--- config.mk ---
export PLATFORM = sky130hd
export DESIGN_NAME = decode_pipe_flat
export DESIGN_NICKNAME = d
export VERILOG_FILES = /design/src/rtl/decode_pkg.sv /design/src/rtl/decode_pipe_if.sv /design/src/rtl/decode_ctrl.sv /design/src/rtl/decode_pipe.sv /design/src/flat_wrapper.sv
export SDC_FILE = /design/constraint.sdc
export NUM_CORES = 1
export LEC_CHECK = 0
export CORE_ASPECT_RATIO = 0.8
export CORE_MARGIN = 2
export CORE_UTILIZATION = 45
export CTS_CLUSTER_SIZE = 30
export DETAILED_ROUTE_END_ITERATION = 16
export PLACE_DENSITY = 0.85
export SETUP_SLACK_MARGIN = 0.4
export SYNTH_ARGS = -nofsm -noshare
export SYNTH_HDL_FRONTEND = slang
export SYNTH_HIERARCHICAL = 1
export SYNTH_SLANG_ARGS = --single-unit
--- constraint.sdc ---
create_clock -name clk -period 3.6 [get_ports clk]
set_input_delay 0.54 -clock clk [delete_from_list [all_inputs] [get_ports clk]]
set_output_delay 0.54 -clock clk [all_outputs]
set_load 0.1 [all_outputs]
--- src/rtl/decode_pkg.sv ---
// Shared encodings and types for the ARM decode stage (decode_ctrl, decode_pipe).
package decode_pkg;

  localparam logic [3:0] ALU_ADD = 4'b0000;
  localparam logic [3:0] ALU_SUB = 4'b0001;
  localparam logic [3:0] ALU_AND = 4'b0010;
  localparam logic [3:0] ALU_ORR = 4'b0011;
  localparam logic [3:0] ALU_EOR = 4'b0110;
  localparam logic [3:0] ALU_RSB = 4'b1001;

  localparam logic [1:0] OP_DP  = 2'b00;
  localparam logic [1:0] OP_MEM = 2'b01;
  localparam logic [1:0] OP_BR  = 2'b10;

  typedef enum logic {S_ONE = 1'b0, S_SECOND = 1'b1} state_t;

  typedef struct packed {
    logic       uop;
    logic       pcs;
    logic       reg_w;
    logic       mem_w;
    logic       mem_to_reg;
    logic       alu_src;
    logic       branch;
    logic       no_write;
    logic       ig_rn;
    logic       off_zero;
    logic       undef;
    logic [1:0] imm_src;
    logic [1:0] flag_w;
    logic [3:0] alu_ctrl;
    logic [3:0] wa3;
  } ctrl_t;

endpackage

--- src/rtl/decode_pipe_if.sv ---
// D/E boundary bundle for decode_pipe; perf counters exist only with DECODE_PERF_CNT_EN.
interface decode_pipe_if #(
  parameter int ALU_CTRL_W = 4,
  parameter int REG_AW     = 4,
  parameter int CNT_W      = 16
);
  logic [31:0]           InstrD;
  logic                  ValidD;
  logic                  StallD;
  logic                  FlushD;
  logic                  FlushE;
  logic                  BusyD;
  logic [1:0]            RegSrcD;
  logic                  ValidE;
  logic                  UopE;
  logic                  PCSE, RegWE, MemWE, MemtoRegE, ALUSrcE;
  logic                  BranchE, NoWriteE, IgRnE, OffZeroE, UndefE;
  logic [1:0]            ImmSrcE;
  logic [1:0]            FlagWE;
  logic [ALU_CTRL_W-1:0] ALUControlE;
  logic [REG_AW-1:0]     WA3E;
`ifdef DECODE_PERF_CNT_EN
  logic [CNT_W-1:0]      UopCnt;
  logic [CNT_W-1:0]      StallCnt;
`endif

  modport master (
    output InstrD, ValidD, StallD, FlushD, FlushE,
    input  BusyD, RegSrcD, ValidE, UopE, PCSE, RegWE, MemWE, MemtoRegE, ALUSrcE,
           BranchE, NoWriteE, IgRnE, OffZeroE, UndefE, ImmSrcE, FlagWE, ALUControlE, WA3E
`ifdef DECODE_PERF_CNT_EN
    , input UopCnt, StallCnt
`endif
  );

  modport slave (
    input  InstrD, ValidD, StallD, FlushD, FlushE,
    output BusyD, RegSrcD, ValidE, UopE, PCSE, RegWE, MemWE, MemtoRegE, ALUSrcE,
           BranchE, NoWriteE, IgRnE, OffZeroE, UndefE, ImmSrcE, FlagWE, ALUControlE, WA3E
`ifdef DECODE_PERF_CNT_EN
    , output UopCnt, StallCnt
`endif
  );
endinterface

--- src/rtl/decode_ctrl.sv ---
// Combinational ARM instruction decoder: instruction fields -> control bundle.
module decode_ctrl
  import decode_pkg::*;
(
  input  logic [15:0] instr_hi,
  output ctrl_t       ctrl,
  output logic [1:0]  reg_src,
  output logic        split
);
  logic [1:0] op;
  logic [5:0] funct;
  logic [3:0] cmd;

  assign op    = instr_hi[15:14];
  assign funct = instr_hi[13:8];
  assign cmd   = funct[4:1];

  always_comb begin
    ctrl     = '0;
    reg_src  = 2'b00;
    split    = 1'b0;
    ctrl.wa3 = instr_hi[3:0];
    case (op)
      OP_DP: begin
        ctrl.reg_w   = 1'b1;
        ctrl.alu_src = funct[5];
        case (cmd)
          4'b0000: ctrl.alu_ctrl = ALU_AND;
          4'b0001: ctrl.alu_ctrl = ALU_EOR;
          4'b0010: ctrl.alu_ctrl = ALU_SUB;
          4'b0011: ctrl.alu_ctrl = ALU_RSB;
          4'b0100: ctrl.alu_ctrl = ALU_ADD;
          4'b1000: begin ctrl.alu_ctrl = ALU_AND; ctrl.no_write = 1'b1; end
          4'b1001: begin ctrl.alu_ctrl = ALU_EOR; ctrl.no_write = 1'b1; end
          4'b1010: begin ctrl.alu_ctrl = ALU_SUB; ctrl.no_write = 1'b1; end
          4'b1011: begin ctrl.alu_ctrl = ALU_ADD; ctrl.no_write = 1'b1; end
          4'b1100: ctrl.alu_ctrl = ALU_ORR;
          4'b1101: begin ctrl.alu_ctrl = ALU_ADD; ctrl.ig_rn = 1'b1; end
          default: ctrl.undef = 1'b1;
        endcase
        if (ctrl.undef) begin
          ctrl.reg_w    = 1'b0;
          ctrl.no_write = 1'b1;
        end else begin
          ctrl.flag_w = {funct[0], funct[0] & ((ctrl.alu_ctrl == ALU_ADD) | (ctrl.alu_ctrl == ALU_SUB))};
        end
      end
      OP_MEM: begin
        ctrl.alu_src  = ~funct[5];
        ctrl.imm_src  = 2'b01;
        ctrl.alu_ctrl = funct[3] ? ALU_ADD : ALU_SUB;
        // Post-indexed accesses address memory with the bare base register
        ctrl.off_zero = ~funct[4];
        split         = ~funct[4] | funct[1];
        if (funct[0]) begin
          ctrl.mem_to_reg = 1'b1;
          ctrl.reg_w      = 1'b1;
        end else begin
          ctrl.mem_w = 1'b1;
          reg_src    = 2'b10;
        end
      end
      OP_BR: begin
        reg_src        = 2'b01;
        ctrl.imm_src   = 2'b10;
        ctrl.alu_src   = 1'b1;
        ctrl.branch    = 1'b1;
        ctrl.alu_ctrl  = ALU_ADD;
      end
      default: begin
        ctrl.undef    = 1'b1;
        ctrl.no_write = 1'b1;
      end
    endcase
    ctrl.pcs = ((ctrl.wa3 == 4'hF) & ctrl.reg_w) | ctrl.branch;
  end
endmodule

--- src/rtl/decode_pipe.sv ---
// ARM decode stage: decoder, writeback micro-sequencer and registered D->E controls.
// Optional build macro DECODE_PERF_CNT_EN adds saturating UopCnt/StallCnt counters.
module decode_pipe
  import decode_pkg::*;
#(
  parameter int ALU_CTRL_W = 4,
  parameter int REG_AW     = 4,
  parameter int CNT_W      = 16
) (
  input  logic          clk,
  input  logic          reset,
  decode_pipe_if.slave  bus
);
  ctrl_t      dec_p0, uop1_p0, issue_p0, ctrl_p1;
  logic [1:0] reg_src_p0;
  logic       split_p0;
  logic       issue_vld_p0, vld_p1;
  state_t     state_p1;
  logic       unused_bits;

  assign unused_bits = ^{bus.InstrD[31:28], bus.InstrD[11:0]};

  decode_ctrl u_ctrl (
    .instr_hi (bus.InstrD[27:12]),
    .ctrl     (dec_p0),
    .reg_src  (reg_src_p0),
    .split    (split_p0)
  );

  // Second micro-op: base-register update Rn <= Rn +/- offset
  always_comb begin
    uop1_p0          = '0;
    uop1_p0.uop      = 1'b1;
    uop1_p0.reg_w    = 1'b1;
    uop1_p0.alu_src  = ~bus.InstrD[25];
    uop1_p0.imm_src  = 2'b01;
    uop1_p0.alu_ctrl = bus.InstrD[23] ? ALU_ADD : ALU_SUB;
    uop1_p0.wa3      = bus.InstrD[19:16];
    uop1_p0.pcs      = (bus.InstrD[19:16] == 4'hF);
  end

  assign issue_p0     = (state_p1 == S_SECOND) ? uop1_p0 : dec_p0;
  assign issue_vld_p0 = ~bus.FlushD & ((state_p1 == S_SECOND) | bus.ValidD);
  assign bus.BusyD    = (state_p1 == S_ONE) & bus.ValidD & split_p0 & ~bus.StallD & ~bus.FlushD;
  assign bus.RegSrcD  = (state_p1 == S_SECOND) ? 2'b00 : reg_src_p0;

  // D -> E register and micro-sequencer state
  always_ff @(posedge clk) begin
    if (reset) begin
      state_p1 <= S_ONE;
      vld_p1   <= 1'b0;
      ctrl_p1  <= '0;
    end else begin
      if (bus.FlushD)
        state_p1 <= S_ONE;
      else if (!bus.StallD)
        state_p1 <= (state_p1 == S_ONE && bus.ValidD && split_p0) ? S_SECOND : S_ONE;

      if (bus.FlushE) begin
        vld_p1  <= 1'b0;
        ctrl_p1 <= '0;
      end else if (!bus.StallD) begin
        vld_p1  <= issue_vld_p0;
        ctrl_p1 <= issue_vld_p0 ? issue_p0 : '0;
      end
    end
  end

  assign bus.ValidE      = vld_p1;
  assign bus.UopE        = ctrl_p1.uop;
  assign bus.PCSE        = ctrl_p1.pcs;
  assign bus.RegWE       = ctrl_p1.reg_w;
  assign bus.MemWE       = ctrl_p1.mem_w;
  assign bus.MemtoRegE   = ctrl_p1.mem_to_reg;
  assign bus.ALUSrcE     = ctrl_p1.alu_src;
  assign bus.BranchE     = ctrl_p1.branch;
  assign bus.NoWriteE    = ctrl_p1.no_write;
  assign bus.IgRnE       = ctrl_p1.ig_rn;
  assign bus.OffZeroE    = ctrl_p1.off_zero;
  assign bus.UndefE      = ctrl_p1.undef;
  assign bus.ImmSrcE     = ctrl_p1.imm_src;
  assign bus.FlagWE      = ctrl_p1.flag_w;
  assign bus.ALUControlE = ALU_CTRL_W'(ctrl_p1.alu_ctrl);
  assign bus.WA3E        = REG_AW'(ctrl_p1.wa3);

`ifdef DECODE_PERF_CNT_EN
  logic [CNT_W-1:0] uop_cnt_p1, stall_cnt_p1;

  function automatic logic [CNT_W-1:0] sat_inc(input logic [CNT_W-1:0] v);
    return (&v) ? v : v + CNT_W'(1);
  endfunction

  // Performance counters
  always_ff @(posedge clk) begin
    if (reset) begin
      uop_cnt_p1   <= '0;
      stall_cnt_p1 <= '0;
    end else begin
      if (!bus.FlushE && !bus.StallD && issue_vld_p0) uop_cnt_p1 <= sat_inc(uop_cnt_p1);
      if (bus.StallD) stall_cnt_p1 <= sat_inc(stall_cnt_p1);
    end
  end

  assign bus.UopCnt   = uop_cnt_p1;
  assign bus.StallCnt = stall_cnt_p1;
`else
  localparam int UNUSED_CNT_W = CNT_W;
`endif
endmodule

--- src/flat_wrapper.sv ---
// flat-port wrapper written by rule: the top's interface ports become plain ports
module decode_pipe_flat import decode_pkg::*;
#(
  parameter int ALU_CTRL_W = 4,
  parameter int REG_AW     = 4,
  parameter int CNT_W      = 16
)
  (clk, reset, bus_InstrD, bus_ValidD, bus_StallD, bus_FlushD, bus_FlushE, bus_BusyD, bus_RegSrcD, bus_ValidE, bus_UopE, bus_PCSE, bus_RegWE, bus_MemWE, bus_MemtoRegE, bus_ALUSrcE, bus_BranchE, bus_NoWriteE, bus_IgRnE, bus_OffZeroE, bus_UndefE, bus_ImmSrcE, bus_FlagWE, bus_ALUControlE, bus_WA3E);
  decode_pipe_if #(.ALU_CTRL_W(ALU_CTRL_W), .REG_AW(REG_AW), .CNT_W(CNT_W)) bus_i ();
  input  logic clk;
  input  logic reset;
  input wire logic [$bits(bus_i.InstrD)-1:0] bus_InstrD;
  input wire logic [$bits(bus_i.ValidD)-1:0] bus_ValidD;
  input wire logic [$bits(bus_i.StallD)-1:0] bus_StallD;
  input wire logic [$bits(bus_i.FlushD)-1:0] bus_FlushD;
  input wire logic [$bits(bus_i.FlushE)-1:0] bus_FlushE;
  output wire logic [$bits(bus_i.BusyD)-1:0] bus_BusyD;
  output wire logic [$bits(bus_i.RegSrcD)-1:0] bus_RegSrcD;
  output wire logic [$bits(bus_i.ValidE)-1:0] bus_ValidE;
  output wire logic [$bits(bus_i.UopE)-1:0] bus_UopE;
  output wire logic [$bits(bus_i.PCSE)-1:0] bus_PCSE;
  output wire logic [$bits(bus_i.RegWE)-1:0] bus_RegWE;
  output wire logic [$bits(bus_i.MemWE)-1:0] bus_MemWE;
  output wire logic [$bits(bus_i.MemtoRegE)-1:0] bus_MemtoRegE;
  output wire logic [$bits(bus_i.ALUSrcE)-1:0] bus_ALUSrcE;
  output wire logic [$bits(bus_i.BranchE)-1:0] bus_BranchE;
  output wire logic [$bits(bus_i.NoWriteE)-1:0] bus_NoWriteE;
  output wire logic [$bits(bus_i.IgRnE)-1:0] bus_IgRnE;
  output wire logic [$bits(bus_i.OffZeroE)-1:0] bus_OffZeroE;
  output wire logic [$bits(bus_i.UndefE)-1:0] bus_UndefE;
  output wire logic [$bits(bus_i.ImmSrcE)-1:0] bus_ImmSrcE;
  output wire logic [$bits(bus_i.FlagWE)-1:0] bus_FlagWE;
  output wire logic [$bits(bus_i.ALUControlE)-1:0] bus_ALUControlE;
  output wire logic [$bits(bus_i.WA3E)-1:0] bus_WA3E;
  assign bus_i.InstrD = bus_InstrD;
  assign bus_i.ValidD = bus_ValidD;
  assign bus_i.StallD = bus_StallD;
  assign bus_i.FlushD = bus_FlushD;
  assign bus_i.FlushE = bus_FlushE;
  assign bus_BusyD = bus_i.BusyD;
  assign bus_RegSrcD = bus_i.RegSrcD;
  assign bus_ValidE = bus_i.ValidE;
  assign bus_UopE = bus_i.UopE;
  assign bus_PCSE = bus_i.PCSE;
  assign bus_RegWE = bus_i.RegWE;
  assign bus_MemWE = bus_i.MemWE;
  assign bus_MemtoRegE = bus_i.MemtoRegE;
  assign bus_ALUSrcE = bus_i.ALUSrcE;
  assign bus_BranchE = bus_i.BranchE;
  assign bus_NoWriteE = bus_i.NoWriteE;
  assign bus_IgRnE = bus_i.IgRnE;
  assign bus_OffZeroE = bus_i.OffZeroE;
  assign bus_UndefE = bus_i.UndefE;
  assign bus_ImmSrcE = bus_i.ImmSrcE;
  assign bus_FlagWE = bus_i.FlagWE;
  assign bus_ALUControlE = bus_i.ALUControlE;
  assign bus_WA3E = bus_i.WA3E;
  decode_pipe #(.ALU_CTRL_W(ALU_CTRL_W), .REG_AW(REG_AW), .CNT_W(CNT_W)) u_core (.clk(clk), .reset(reset), .bus(bus_i));
endmodule
==> metrics, run 1 <==
Peak supply drop=0.226 mV; Hold Path Sink=u_core/bus.UopE; largest net degree at the start of global routing=29; HPWL Detailed=2530 um; Net Count, Synth=206; DP Cell Count=234; post-route insts no fill=238; vias in the first global route=1261; hold-fix buffers at CTS=0; Final WS setup=0.879 ns; core box area=3090 um2; Place WS=0.918 ns; ratio of cells with drive above 1 in the final layout=15.2%; leakage dissipation=0.663 nW; mapped cell area=1460 um2; fill cell count=272; vias per cell=5.37; Max Slew Vio Count=0; FF-to-FF Start=u_core/state_p1; Port Buffer Count=48; Most Frequent Cell on Critical Path=nor2b_1; Worst-Skew Late Latency=0.27 ns; final net count=241; clk slew on worst S/H paths=0.09 ns; critical path launch point type=input port; # IOs=65; GRT Residual Overflow=0; Worst Max-Slew Pin Slew=0.976 ns; critical path capture point type=output pin; crit-path cells=clkdlybuf4s50_1 > inv_1 > ha_1 > nor2b_1 > and2_1 > nor2b_1 > buf_4; Total Power=0.567 mW; post-route design area=1910 um2; Routed WL per cell=14.7 um; first-iteration detailed-routing DRC count=62; HP Class=flop to flop; Hold Path Depth=2; CTS tree=built; final wirelength=3500 um; sum of buffers and inverters on the critical path=3; clock period minus worst slack=2.72 ns; post-synthesis cell type count=44; CP top delay family=buffers and inverters; TritonCTS buffer count=3; antenna violations before repair=0; Syn Area/Cell=8.89 um2; Setup crit start=bus_InstrD[27]; Rows=18; unrepaired setup endpoints after global routing=no; Hold Path Origin=u_core/bus.UopE; Register-to-Register Path Depth=3; Post-Synthesis Cells=164; Power Dens Cells=297 nW/um2; H-tree levels=1; Yosys Warn Count=6; Clock Sinks=25; Initial Utilization=47.2%; r2r endpoint=u_core/bus.NoWriteE; final setup fails=0; Post-DP Area=1860 um2; diodes inserted=0; Max-cap violations=0; clock root cell=clkbuf_8; Vias=1279; top post-synthesis cells by area=dfxtp_1 (34%), a22oi_1 (5.7%), buf_4 (4.6%); Layout Skew=0.00568 ns; Residual DRC=0; Synth top area share=34.3%; Worst slew margin=34.7%; setup TNS=0 ns; Max Buffers Root-to-Sink=2; Pre-Repair DR Iteration Count=4; post-CTS setup buffer count=0; #FFs+latches synth=25; FF-to-FF setup slack=1.91 ns; final hold vios=0; Most used DFF post-synth=dfxtp_1; critical path's slowest cell=clkdlybuf4s50_1; status=finished, final reports clean; Post-synth EDFFs=0; Max Clock Freq=367 MHz; CP peak stage delay=0.46 ns; RePlAce Congestion=0.812; CP max FO=7; global-route wire length before repair=5780 um; Critical Path AT=2.18 ns; final core occ=61.8%; Die Wd=67.6 um; die area=3710 um2; CP required=3.06 ns; Area growth, synth to finish=30.9%; Post-CTS Resized=0; Final period util=75.6%; Synth area leader=dfxtp_1; Worst Setup Path Type=input port to output pin; GRT Total Usage=20.6%; Final ANT Viol Nets=0; fraction of the yosys area taken by sequential cells=34.3%; Final Hold Slack=0.469 ns; Die Y=54.9 um; asr flop ratio synth=0%
[final cells by class]
class	instances	area, um2	share of cell area (%)
clock inverter	1	5.00	0.262
clock buffer	3	41.3	2.16
multi-input combinational	114	792	41.5
sequential	25	500	26.2
inverter	5	18.8	0.984
tap	40	50.0	2.62
timing repair buffer	50	500	26.2
[worst register-to-register path, cell delays in order (launching register included)]
cell and delay (ns):
dfxtp_1 0.54, nor4b_4 0.76, a22oi_1 0.21, nor2_2 0.12
[metal layers]
metal | track usage [%] | wire [um]
met5 | 0 | 0
met4 | 3.40 | 19
met3 | 5.87 | 240
met2 | 34.6 | 1670
met1 | 26.9 | 1570
[worst max-delay path by stage]
stage / to / slack, ns / cells past startpoint
after floorplan: bus_RegSrcD[1] / 0.63 / 5
after global placement: bus_RegSrcD[1] / 0.94 / 7
after detailed placement: bus_RegSrcD[1] / 0.92 / 7
after CTS: bus_RegSrcD[1] / 0.90 / 7
after global routing: bus_RegSrcD[1] / 0.72 / 7
final: bus_RegSrcD[1] / 0.88 / 7
[layout by cell type (no fill, tap or decap), types with 3 or more instances in the layout]
cell type        instances
inv_1                    5
buf_4                    4
nand3_1                  3
ha_1                     4
and2_1                   3
and2b_1                  3
a32oi_1                  4
mux2_2                   4
nor2_2                  10
a21oi_1                 10
a22oi_1                 11
clkbuf_8                 3
dfxtp_1                 25
o211ai_1                 3
clkdlybuf4s50_1         45
nand2_1                 11
nor2b_1                  7
nor2_1                  11
[Yosys cell counts (3+ instances only)]
master,instances
a32oi_1,4
and2b_1,3
buf_6,4
and2_1,3
inv_1,5
nand3_1,3
nor2_1,11
ha_1,4
dfxtp_1,25
mux2_2,4
buf_4,9
o211ai_1,3
a22oi_1,11
buf_2,6
nor2_2,10
a21oi_1,10
nor2b_1,7
nand2_1,11
[sequential cells by signal, indices dropped and copies added, names as in the netlist, 2 cells and up]
register	flops
u_core/bus.ImmSrcE	2
u_core/bus.ALUControlE	4
u_core/bus.FlagWE	2
u_core/bus.WA3E	4
[cells by family (layout without fill, tap and decap cells)]
family / Yosys count / in the layout / share of synthesized area [%]
AO/OA/AOI/OAI: 42 / 42 / 21.8
adder cells (fa/ha/maj): 4 / 4 / 3.43
buffers and inverters: 25 / 59 / 11.3
flip-flops: 25 / 25 / 34.3
multiplexers: 4 / 4 / 3.09
other: 1 / 1 / 0.257
AND/OR/NAND/NOR: 63 / 63 / 25.8
[where the power goes]
group | switching (mW) | internal (mW)
clock network | 0.0891 | 0.0775
logic | 0.0718 | 0.0481
registers | 0.00185 | 0.278
total | 0.163 | 0.404
(Power assumes the default switching activity.)
==> run 2: changes to the inputs <==
CORE_UTILIZATION = 42   (was 45)
PLACE_DENSITY = 0.8   (was 0.85)
clock period = 2.55 ns   (was 3.6 ns; I/O delays follow)
==> metrics, run 2 (synthesized netlist as in run 1, its figures left out) <==
Die Wd=69.9 um (+3.3%); Worst slew margin=50.6% (+16 points); first-iteration detailed-routing DRC count=67 (+8.1%); antenna violations before repair=0 (unchanged); Max Clock Freq=497 MHz; Routed WL per cell=13.0 um (-11%); final net count=244 (+1.2%); leakage dissipation=0.742 nW (+12%); Critical Path AT=1.63 ns (-0.55 ns); diodes inserted=0 (unchanged); final core occ=56.8% (-5.0 points); Place WS=0.265 ns (-0.653 ns); vias per cell=5.16 (-4.0%); Residual DRC=0 (unchanged); Worst Max-Slew Pin Slew=0.740 ns (-0.237 ns); final setup fails=0 (unchanged); HP Class=flop to flop; Final WS setup=0.539 ns (-0.340 ns); Total Power=0.813 mW (+43%); clk slew on worst S/H paths=0.08 ns (about the same); TritonCTS buffer count=3 (unchanged); Port Buffer Count=48 (unchanged); unrepaired setup endpoints after global routing=no; Flop pwr share=48.7% (-0.8 points); internal power=0.577 mW (+43%); post-route insts no fill=243 (+2.1%); Setup crit start=bus_InstrD[21]; CP endpoint=bus_BusyD; final wirelength=3170 um (-9.3%); Die Y=56.7 um (+3.3%); Initial Utilization=43.2% (-4.1 points); final hold vios=0 (unchanged); Clock power frac=30.1% (+0.7 points); Comb power frac=21.3% (about the same); Layout Skew=0.0107 ns (+0.00504 ns); Final period util=78.9%; CTS tree=built; Max Slew Vio Count=0 (unchanged); Max Buffers Root-to-Sink=2 (unchanged); Final Hold Slack=0.464 ns (-0.00509 ns); GRT Total Usage=16.8% (-3.8 points); Post-DP Area=1860 um2 (-0.27%); most common cell after layout, fill and taps aside=buf_4; Worst Setup Path Type=input port to output pin; Register-to-Register Path Depth=3 (unchanged); r2r endpoint=u_core/bus.PCSE; GRT Residual Overflow=0 (unchanged); CP max FO=3 (-4); DP Cell Count=239 (+2.1%); Area growth, synth to finish=31.6%; vias in the first global route=1214 (-3.7%); die area=3960 um2 (+6.7%); H-tree levels=1 (unchanged); post-route design area=1920 um2 (+0.52%); core box area=3380 um2 (+9.4%); P_sw=0.236 mW (+45%); status=finished, final reports clean; setup TNS=0 ns (unchanged); Vias=1254 (-2.0%); ratio of cells with drive above 1 in the final layout=29.9% (+15 points); # IOs=65 (unchanged); CP top delay family=buffers and inverters; Clock Sinks=25 (unchanged); crit-path cells=clkdlybuf4s50_1 > nand2b_1 > and2_1 > and4_1 > buf_12; sum of buffers and inverters on the critical path=2 (-1); clock root cell=clkbuf_8; Pre-Repair DR Iteration Count=4 (unchanged); WP depth=5 (-2); FF-to-FF Start=u_core/state_p1; Sw Share=29.0% (+0.33 points); HPWL Detailed=2320 um (-8.4%); hold-fix buffers at CTS=0 (unchanged); CP peak stage delay=0.49 ns (+0.03 ns); Power Dens Cells=424 nW/um2 (+43%); Peak supply drop=0.299 mV (+32%); Final ANT Viol Nets=0 (unchanged); critical path launch point type=input port; clock period minus worst slack=2.01 ns; Max-cap violations=0 (unchanged); critical path's slowest cell=clkdlybuf4s50_1; CP required=2.17 ns (-0.89 ns); post-CTS setup buffer count=0 (unchanged); commonest non-fill, non-tap cells in the layout=buf_4 (29), dfxtp_1 (25), clkdlybuf4s50_1 (18); Worst-Skew Late Latency=0.28 ns (about the same); FF-to-FF setup slack=0.82 ns (-1.09 ns); RePlAce Congestion=0.866 (+6.6%); largest net degree at the start of global routing=28 (-3.4%); global-route wire length before repair=5440 um (-5.8%); Post-CTS Resized=4 (+4); Hold Path Origin=u_core/bus.UopE; critical path capture point type=output pin; Rows=19 (+1)
## run 2: how the worst min path moves through the flow
| stage | end | slack, ns | cells after the start |
|---|---|---|---|
| finish | u_core/bus.UopE | 0.46 | 2 |
| global route | u_core/bus.ALUSrcE | 0.50 | 2 |
| CTS | u_core/bus.UopE | 0.47 | 2 |
| detailed placement | u_core/bus.ValidE | 0.46 | 2 |
| global placement | u_core/bus.ALUControlE[0] | 0.45 | 2 |
| floorplan | u_core/state_p1 | 0.46 | 1 |
## run 2: cell type report
cell class	instances	area (um2)
multi-input combinational	114	810
fill	341	1460
clock inverter	1	7.51
timing repair buffer	53	488
inverter	5	18.8
tap	42	52.6
sequential	25	500
clock buffer	3	41.3
## run 2: worst reg2reg max path: stages (launching register included)
cell	delay, ns
dfxtp_1	0.81
or2_1	0.41
nand2_1	0.12
a221oi_1	0.29
## run 2: layer usage
metal	routed length (um)	track usage, %
met1	1620	22.8
met4	19	2.47
met5	0	0
met2	1360	27.2
met3	175	4.85
## run 2: power by group through the flow
stage	clock [mW]	combinational (mW)	sequential (mW)
6_report	0.245	0.173	0.396
5_1_grt	0.269	0.188	0.396
4_1_cts	0.247	0.174	0.396
3_5_place_dp	0	0.172	0.405
3_3_place_gp	0	0.172	0.405
2_1_floorplan	0	0.0968	0.426
==> run 3: changes to the inputs <==
clock period = 2 ns   (was 2.55 ns; I/O delays follow)
==> metrics, run 3 (synthesized netlist as in run 1, its figures left out) <==
Place WS=-0.146 ns (-0.411 ns); Clock Sinks=25 (unchanged); Die Y=56.7 um (unchanged); Port Buffer Count=48 (unchanged); final net count=256 (+4.9%); Layout Skew=0.00364 ns (-0.00709 ns); final hold vios=0 (unchanged); HPWL Detailed=2460 um (+6.0%); unrepaired setup endpoints after global routing=yes; diodes inserted=0 (unchanged); leakage dissipation=0.828 nW (+12%); Routed WL per cell=12.9 um (-0.86%); Hold Path Origin=bus_FlushD; core box area=3380 um2 (unchanged); clk slew on worst S/H paths=0.08 ns (about the same); global-route wire length before repair=5430 um (-0.26%); Sw Share=28.0% (-1.0 points); critical path's slowest cell=dlygate4sd2_1; final core occ=60.6% (+3.7 points); Residual DRC=0 (unchanged); FF-to-FF setup slack=0.62 ns (-0.20 ns); H-tree levels=1 (unchanged); P_sw=0.293 mW (+24%); Seq. cell area=502 um2 (+0.25%); crit-path cells=dlygate4sd2_1 > nand2b_4 > and2_4 > and4_4 > buf_12; multi-input logic area=842 um2 (+4.0%); Clock power frac=28.4% (-1.7 points); Worst-Skew Late Latency=0.27 ns (about the same); Pre-Repair DR Iteration Count=4 (unchanged); Rows=19 (unchanged); Vias=1302 (+3.8%); Worst slew margin=62.6% (+12 points); RePlAce Congestion=0.827 (-4.4%); # IOs=65 (unchanged); Final WS setup=0.414 ns (-0.126 ns); WP depth=5 (unchanged); Max Slew Vio Count=0 (unchanged); Power Dens Cells=512 nW/um2 (+21%); CP max FO=5 (+2); CP required=1.70 ns (-0.47 ns); antenna violations before repair=0 (unchanged); Flop pwr share=48.2% (-0.5 points); GRT Total Usage=16.9% (+0.089 points); most common cell after layout, fill and taps aside=buf_4; final wirelength=3300 um (+4.0%); vias in the first global route=1147 (-5.5%); first-iteration detailed-routing DRC count=72 (+7.5%); vias per cell=5.11 (-1.1%); clock period minus worst slack=1.59 ns; TritonCTS buffer count=3 (unchanged); Final ANT Viol Nets=0 (unchanged); post-route insts no fill=255 (+4.9%); die area=3960 um2 (unchanged); Worst Max-Slew Pin Slew=0.561 ns (-0.178 ns); Initial Utilization=43.2% (unchanged); r2r endpoint=u_core/bus.PCSE; CP top delay family=simple AND/OR/NAND/NOR gates; CP endpoint=bus_BusyD; largest net degree at the start of global routing=28 (unchanged); CP peak stage delay=0.29 ns (-0.20 ns); Register-to-Register Path Depth=3 (unchanged); Worst Setup Path Type=input port to output pin; FF-to-FF Start=u_core/state_p1; Final period util=79.3%; Comb power frac=23.4% (+2.1 points); Die Wd=69.9 um (unchanged); GRT Residual Overflow=0 (unchanged); critical path capture point type=output pin; Setup crit start=bus_InstrD[21]; Max Buffers Root-to-Sink=2 (unchanged); clock root cell=clkbuf_8; final setup fails=0 (unchanged); Post-DP Area=1960 um2 (+5.8%); ratio of cells with drive above 1 in the final layout=37.6% (+7.7 points); hold-fix buffers at CTS=0 (unchanged); Total Power=1.05 mW (+29%); Critical Path AT=1.29 ns (-0.34 ns); Peak supply drop=0.283 mV (-5.2%); Max-cap violations=0 (unchanged); internal power=0.753 mW (+31%); commonest non-fill, non-tap cells in the layout=buf_4 (38), dfxtp_1 (24), clkdlybuf4s50_1 (13); DP Cell Count=250 (+4.6%); sum of buffers and inverters on the critical path=2 (unchanged); fill cell count=316 (-7.3%); Area growth, synth to finish=40.3%; CTS tree=built; HP Class=input port to flop; status=finished, final reports clean; critical path launch point type=input port; Max Clock Freq=630 MHz; post-route design area=2040 um2 (+6.6%)
-- run 3: how the worst min path moves through the flow --
stage / end / slack, ns / cells after the start
3_5_place_dp: u_core/bus.ValidE / 0.45 / 2
3_3_place_gp: u_core/bus.ALUSrcE / 0.45 / 2
4_1_cts: u_core/state_p1 / 0.43 / 2
2_1_floorplan: u_core/state_p1 / 0.38 / 1
6_report: u_core/state_p1 / 0.44 / 2
5_1_grt: u_core/state_p1 / 0.43 / 2
-- run 3: area by class of cell --
type	instances	area share, %
inverters	5	0.918
multi-input cells	114	41.2
well taps	42	2.57
repair buffers	65	28.6
flip-flops and latches	25	24.5
clock buffers	4	2.20
-- run 3: stage by stage --
stage                     hold WS [ns]  setup TNS, ns
after floorplan                  0.377              0
after global placement           0.451         -0.306
after detailed placement         0.455         -0.422
after CTS                        0.429              0
after global routing             0.429              0
final                            0.442              0
-- run 3: power by group through the flow --
stage	Clock (mW)	Sequential (mW)	Combinational (mW)
after floorplan	0	0.543	0.125
after global placement	0	0.516	0.239
after detailed placement	0	0.516	0.240
after CTS	0.314	0.504	0.242
after global routing	0.329	0.505	0.264
final	0.297	0.504	0.245
-- run 3: timing repair --
item,4_1_cts,5_1_grt
pin swaps,2,1
setup endpoints to repair,7,4
gates resized for setup,21,4
setup buffers,1,0
-- run 3: layer usage --
layer	track usage, %	routed length [um]	vias up
li1	-	-	667
met1	24.1	1630	605
met2	25.6	1500	28
met3	4.31	163	2
met4	4.12	10	0
met5	0	0	-
==> variant 1 (config.mk and constraints of run 3) <==
`ALU_CTRL_W` is set to 4 in 3 places; all go to 5.
--- a/src/rtl/decode_pipe_if.sv
+++ b/src/rtl/decode_pipe_if.sv
@@ -1,6 +1,6 @@
 // D/E boundary bundle for decode_pipe; perf counters exist only with DECODE_PERF_CNT_EN.
 interface decode_pipe_if #(
-  parameter int ALU_CTRL_W = 4,
+  parameter int ALU_CTRL_W = 5,
   parameter int REG_AW     = 4,
   parameter int CNT_W      = 16
 );
--- a/src/rtl/decode_pipe.sv
+++ b/src/rtl/decode_pipe.sv
@@ -3,7 +3,7 @@
 module decode_pipe
   import decode_pkg::*;
 #(
-  parameter int ALU_CTRL_W = 4,
+  parameter int ALU_CTRL_W = 5,
   parameter int REG_AW     = 4,
   parameter int CNT_W      = 16
 ) (
--- a/src/flat_wrapper.sv
+++ b/src/flat_wrapper.sv
@@ -1,7 +1,7 @@
 // flat-port wrapper written by rule: the top's interface ports become plain ports
 module decode_pipe_flat import decode_pkg::*;
 #(
-  parameter int ALU_CTRL_W = 4,
+  parameter int ALU_CTRL_W = 5,
   parameter int REG_AW     = 4,
   parameter int CNT_W      = 16
 )
Interface: changed (resized bus_ALUControlE); port bits go from 65 to 66. No check against the original RTL was run, so the function may have changed too.
==> variant 1 against run 3 <==
- total power up 1.7%
- synthesized cell count up 1.2%
- combinational power up 8%
- die area up 0.73%
- via count up 1.8%
- wire length up 1.9%
- area after synthesis up 0.77%
- global-route usage up 0.97 points
- sequential cell count unchanged
- clock power about the same
- clock skew down 0.0014 ns
- final area up 2.5%
- setup slack better by 0.027 ns
- critical endpoint unchanged
- largest cell class unchanged
- highest routed layer unchanged
==> variant 1: results (changes against run 3) <==
Worst setup path
  – WP data arrival: 1.26 ns (was 1.29 ns)
  – Slowest Stage Delay on Critical Path: 0.22 ns (was 0.29 ns)
  – Worst path top cell family by delay: buffers and inverters (was simple AND/OR/NAND/NOR gates)
  – Crit path max fanout: 4 (was 5)
  – Critical path's slowest cell: and4_4 (was dlygate4sd2_1)

Timing
  – Final Skew: 0.002201 ns (was 0.003639 ns)
  – Headroom to the max-slew limit: 0.6016 (was 0.6259)

Final layout
  – Share of post-route cells with drive strength above 1: 0.4000 (was 0.3756)
  – Fin cells: 262 (was 255)
  – Fillers: 298 (was 316)

Power and ir drop
  – Power Internal: 759.9 µW (was 753.4 µW)
  – Worst vdd ir: 0.4050 mV (was 0.2830 mV)

Placement
  – GPL Wtd Cong: 0.8020 (was 0.8274)
  – Place WS: -0.1138 ns (was -0.1465 ns)
  – Placed cells: 252 (was 250)
  – Dpl hpwl: 2375 µm (was 2455 µm)
  – Post-DP Area: 1976 µm² (was 1964 µm²)

Global routing
  – Tot GR Track Use: 0.1787 (was 0.1691)
  – Vias in the first global route: 1228 (was 1147)
  – First-pass GRT wire length: 5727 µm (was 5430 µm)

Synth
  – Syn nets: 208 (was 206)
  – Ranking of synthesized cells by area: dfxtp_1 (34%), a22oi_1 (5.6%), buf_4 (5.1%), nor2_2 (4.3%), a21oi_1 (3.4%) (was dfxtp_1 (34%), a22oi_1 (5.7%), buf_4 (4.6%), nor2_2 (4.3%), a21oi_1 (3.4%))
  – Post-synthesis sequential area ratio: 0.3407 (was 0.3433)

CTS
  – Post-CTS setup buffers: 6 (was 1)

Routing
  – WL final: 3361 µm (was 3299 µm)
  – DR vias: 1326 (was 1302)
  – DRT iter0 DRCs: 83 (was 72)

Run status
  – Status: completed (unchanged)
## variant 1: cell count changes after synthesis
cell	delta
conb_1	+1
buf_4	+1
## variant 1: cell type report
| cell class | instances | area share |
|---|---|---|
| Multi-Input combinational cell | 115 | 0.4048 |
| Timing Repair Buffer | 71 | 0.3003 |
| Sequential cell | 25 | 0.2394 |
| Tap cell | 42 | 0.02507 |
| Clock buffer | 4 | 0.02149 |
| Inverter | 5 | 0.008955 |
## variant 1: per-layer routing
layer / part of all wire / vias to the layer above / track usage
met5: 0 / - / 0
met4: 0.0030 / 0 / 0.04121
met3: 0.058 / 2 / 0.04668
met2: 0.46 / 42 / 0.2694
met1: 0.47 / 602 / 0.2552
li1: - / 680 / -
## variant 1: worst paths after layout
path,end,cells after the start,startpoint,slack (ns)
setup / recovery,bus_BusyD,7,bus_InstrD[27],0.44
hold / removal,u_core/state_p1$_SDFFE_PP0N_,2,bus_FlushD,0.44
hold reg to reg,u_core/bus.UopE$_SDFFE_PP0N_,2,u_core/bus.UopE$_SDFFE_PP0N_,0.46
setup reg to reg,u_core/bus.PCSE$_SDFFE_PP0N_,3,u_core/state_p1$_SDFFE_PP0N_,0.67
## variant 1: cell families (layout without fill, tap and decap cells)
logic type	count (synthesis)	after routing	synth area share
multiplexers	4	4	0.03066
flip-flops	25	25	0.3407
AND/OR/NAND/NOR	63	63	0.2555
buffers and inverters	26	80	0.1175
adder cells (fa/ha/maj)	4	4	0.03407
other	2	2	0.005113
AO/OA/AOI/OAI	42	42	0.2164
## variant 1: power by group through the flow
stage | logic (mW) | clock network (mW) | registers (mW)
floorplan | 0.135 | 0 | 0.543
global placement | 0.249 | 0 | 0.516
detailed placement | 0.251 | 0 | 0.516
CTS | 0.260 | 0.312 | 0.504
global route | 0.284 | 0.332 | 0.505
finish | 0.264 | 0.296 | 0.504
==> variant 2 (config.mk and constraints of run 3) <==
Without the edit above. Register the output `bus.FlagWE`, without a reset; this adds one clock of latency there.
--- a/src/rtl/decode_pipe.sv
+++ b/src/rtl/decode_pipe.sv
@@ -79,7 +79,9 @@
   assign bus.OffZeroE    = ctrl_p1.off_zero;
   assign bus.UndefE      = ctrl_p1.undef;
   assign bus.ImmSrcE     = ctrl_p1.imm_src;
-  assign bus.FlagWE      = ctrl_p1.flag_w;
+  always_ff @(posedge clk) begin
+    bus.FlagWE <= ctrl_p1.flag_w;
+  end
   assign bus.ALUControlE = ALU_CTRL_W'(ctrl_p1.alu_ctrl);
   assign bus.WA3E        = REG_AW'(ctrl_p1.wa3);
 
Behaviour: not the same (a bounded check fails within 4 cycles, from zero or initial values).
==> variant 2 against run 3 <==
- synthesized cell count increased by 7.3%
- area after synthesis increased by 7.9%
- sequential cell count increased by 2
- setup slack improved by 0.046 ns
- sequential power increased by 7.9%
- final area increased by 2.9%
- critical path depth increased by 2
- combinational power increased by 2%
- wire length increased by 6.2%
- die area increased by 7.4%
- total power increased by 5.8%
- critical path type unchanged
- highest routed layer unchanged
==> variant 2: results (changes against run 3) <==
Run status
  – Status: completed (unchanged)

Timing
  – Final Skew: 0.003465 ns (was 0.003639 ns)
  – Fin crit share: 0.7700 (was 0.7932)
  – Worst-Margin Slew: 0.5877 ns (was 0.5612 ns)

Synth
  – Fraction of registers with async set/reset: 0 (unchanged)
  – Count of cell types in the netlist: 44 (unchanged)
  – Commonest cells post-synth: dfxtp_1 (27), buf_4 (19), a22oi_1 (11), nand2_1 (11), nor2_1 (11) (was dfxtp_1 (25), a22oi_1 (11), nand2_1 (11), nor2_1 (11))
  – Syn nets: 218 (was 206)
  – Syn. warnings: 6 (unchanged)
  – Post-synthesis sequential area ratio: 0.3437 (was 0.3433)
  – Syn_area_per_cell: 8.936 µm² (was 8.888 µm²)
  – Ranking of synthesized cells by area: dfxtp_1 (34%), buf_4 (9.1%), a22oi_1 (5.3%), nor2_2 (4.0%), a21oi_1 (3.2%) (was dfxtp_1 (34%), a22oi_1 (5.7%), buf_4 (4.6%), nor2_2 (4.3%), a21oi_1 (3.4%))

Power and ir drop
  – Leakage power total: 0.8498 nW (was 0.8282 nW)
  – P_sw: 310.7 µW (was 293.5 µW)
  – Worst vdd ir: 0.4376 mV (was 0.2830 mV)

CTS
  – Clk_lat worst skew: 0.27 ns (about the same)
  – Maximum clock insertion buffer count: 2 (unchanged)
  – Total CTS buffers: 3 (unchanged)
  – Clock Root Buffer: clkbuf_8 (unchanged)
  – H-Tree Depth: 1 (unchanged)
  – Clock slew at reported path FFs: ~0.090 ns

Global routing
  – Vias in the first global route: 1219 (was 1147)
  – First-pass GRT wire length: 5485 µm (was 5430 µm)
  – Tot GR Track Use: 0.1634 (was 0.1691)
  – Initial antenna violation count: 0 (unchanged)
  – Largest net degree at the start of global routing: 25 (was 28)

Final layout
  – Fillers: 321 (was 316)
  – Diodes inserted: 0 (unchanged)
  – Share of post-route cells with drive strength above 1: 0.3991 (was 0.3756)
  – Fin cells: 260 (was 255)

Routing
  – DRT iter0 DRCs: 67 (was 72)
  – DRT Pass-1 Iters: 4 (unchanged)
  – DR vias/cell: 5.262 (was 5.106)
  – Average routed wire per standard cell: 13.48 µm (was 12.94 µm)

Worst setup path
  – Worst reg2reg endpoint: u_core/bus.BranchE$_SDFFE_PP0N_ (was u_core/bus.PCSE$_SDFFE_PP0N_)
  – Critical Path End: bus_RegSrcD[1] (was bus_BusyD)
  – R2r startpoint: u_core/state_p1$_SDFFE_PP0N_ (unchanged)
  – Worst R2R Setup Slack: 0.68 ns (was 0.62 ns)
  – Cells on worst reg2reg path: 5 (was 3)
  – Critical path class: primary input to output port (unchanged)
  – Worst Setup SP: bus_InstrD[27] (was bus_InstrD[21])
  – Crit path max fanout: 3 (was 5)
  – WP data arrival: 1.24 ns (was 1.29 ns)

Hold path
  – Worst hold path class: register to register (was primary input to register)

Placement
  – GPL Wtd Cong: 0.8108 (was 0.8274)
  – Port Buffers: 48 (unchanged)
  – Dpl hpwl: 2503 µm (was 2455 µm)
  – Place WS: -0.1349 ns (was -0.1465 ns)
  – Placed cells: 251 (was 250)
[variant 2: cells by family after synthesis]
family	after synthesis	share of synthesized area
mux	4	0.02864
compound gates	42	0.2021
buf+inv	35	0.1527
flops	27	0.3437
fa+ha+maj	4	0.03182
other cells	1	0.002384
simple gates	63	0.2387
[variant 2: worst max-delay path, stage by stage]
cell,delay [ns]
buf_2,0.12
inv_4,0.07
ha_4,0.14
nor2b_4,0.13
and2_4,0.14
nor2b_4,0.15
buf_12,0.18
[variant 2: metal layers]
| metal | share of wire | up-vias | global-route usage |
|---|---|---|---|
| li1 | - | 686 | - |
| met1 | 0.47 | 637 | 0.2173 |
| met2 | 0.45 | 43 | 0.2687 |
| met3 | 0.066 | 2 | 0.05137 |
| met4 | 0.0051 | 0 | 0.02381 |
| met5 | 0 | - | 0 |
[variant 2: per-stage QoR]
stage	power [mW]	TNS, ns	instance area (µm²)
floorplan	0.7103	0	1590
global route	1.158	0	2105
detailed placement	0.7933	-0.3704	1984
global placement	0.7919	-0.2594	1984
CTS	1.118	0	2101
finish	1.107	0	2105
[variant 2: timing repair]
item,in CTS,in global routing
setup buffers,5,0
setup endpoints to repair,9,3
gates resized for setup,27,4
pin swaps,3,0
[variant 2: area by class of cell]
class                   count  area [µm²]  share of cell area
inverters                   5       21.27             0.01011
multi-input cells         114       854.6              0.4061
flip-flops and latches     27       541.8              0.2574
clock buffers               4       45.04             0.02140
well taps                  42       52.55             0.02497
repair buffers             68       589.3              0.2800
[variant 2: power groups by stage]
| stage | Combinational [mW] | Clock (mW) | Sequential, mW |
|---|---|---|---|
| final | 0.251 | 0.312 | 0.544 |
| after global routing | 0.268 | 0.345 | 0.545 |
| after CTS | 0.250 | 0.324 | 0.544 |
| after detailed placement | 0.237 | 0 | 0.556 |
| after global placement | 0.236 | 0 | 0.556 |
| after floorplan | 0.138 | 0 | 0.572 |
[variant 2: worst min-delay path by stage]
stage	start	endpoint	slack, ns	cells past startpoint
2_1_floorplan	u_core/ctrl_p1[9]$_SDFFE_PP0N_	u_core/bus.FlagWE[1]$_DFF_P_	0.33	0
3_3_place_gp	u_core/ctrl_p1[9]$_SDFFE_PP0N_	u_core/bus.FlagWE[1]$_DFF_P_	0.35	0
3_5_place_dp	u_core/ctrl_p1[9]$_SDFFE_PP0N_	u_core/bus.FlagWE[1]$_DFF_P_	0.35	0
4_1_cts	u_core/ctrl_p1[9]$_SDFFE_PP0N_	u_core/bus.FlagWE[1]$_DFF_P_	0.36	0
5_1_grt	u_core/ctrl_p1[9]$_SDFFE_PP0N_	u_core/bus.FlagWE[1]$_DFF_P_	0.38	0
6_report	u_core/ctrl_p1[9]$_SDFFE_PP0N_	u_core/bus.FlagWE[1]$_DFF_P_	0.36	0
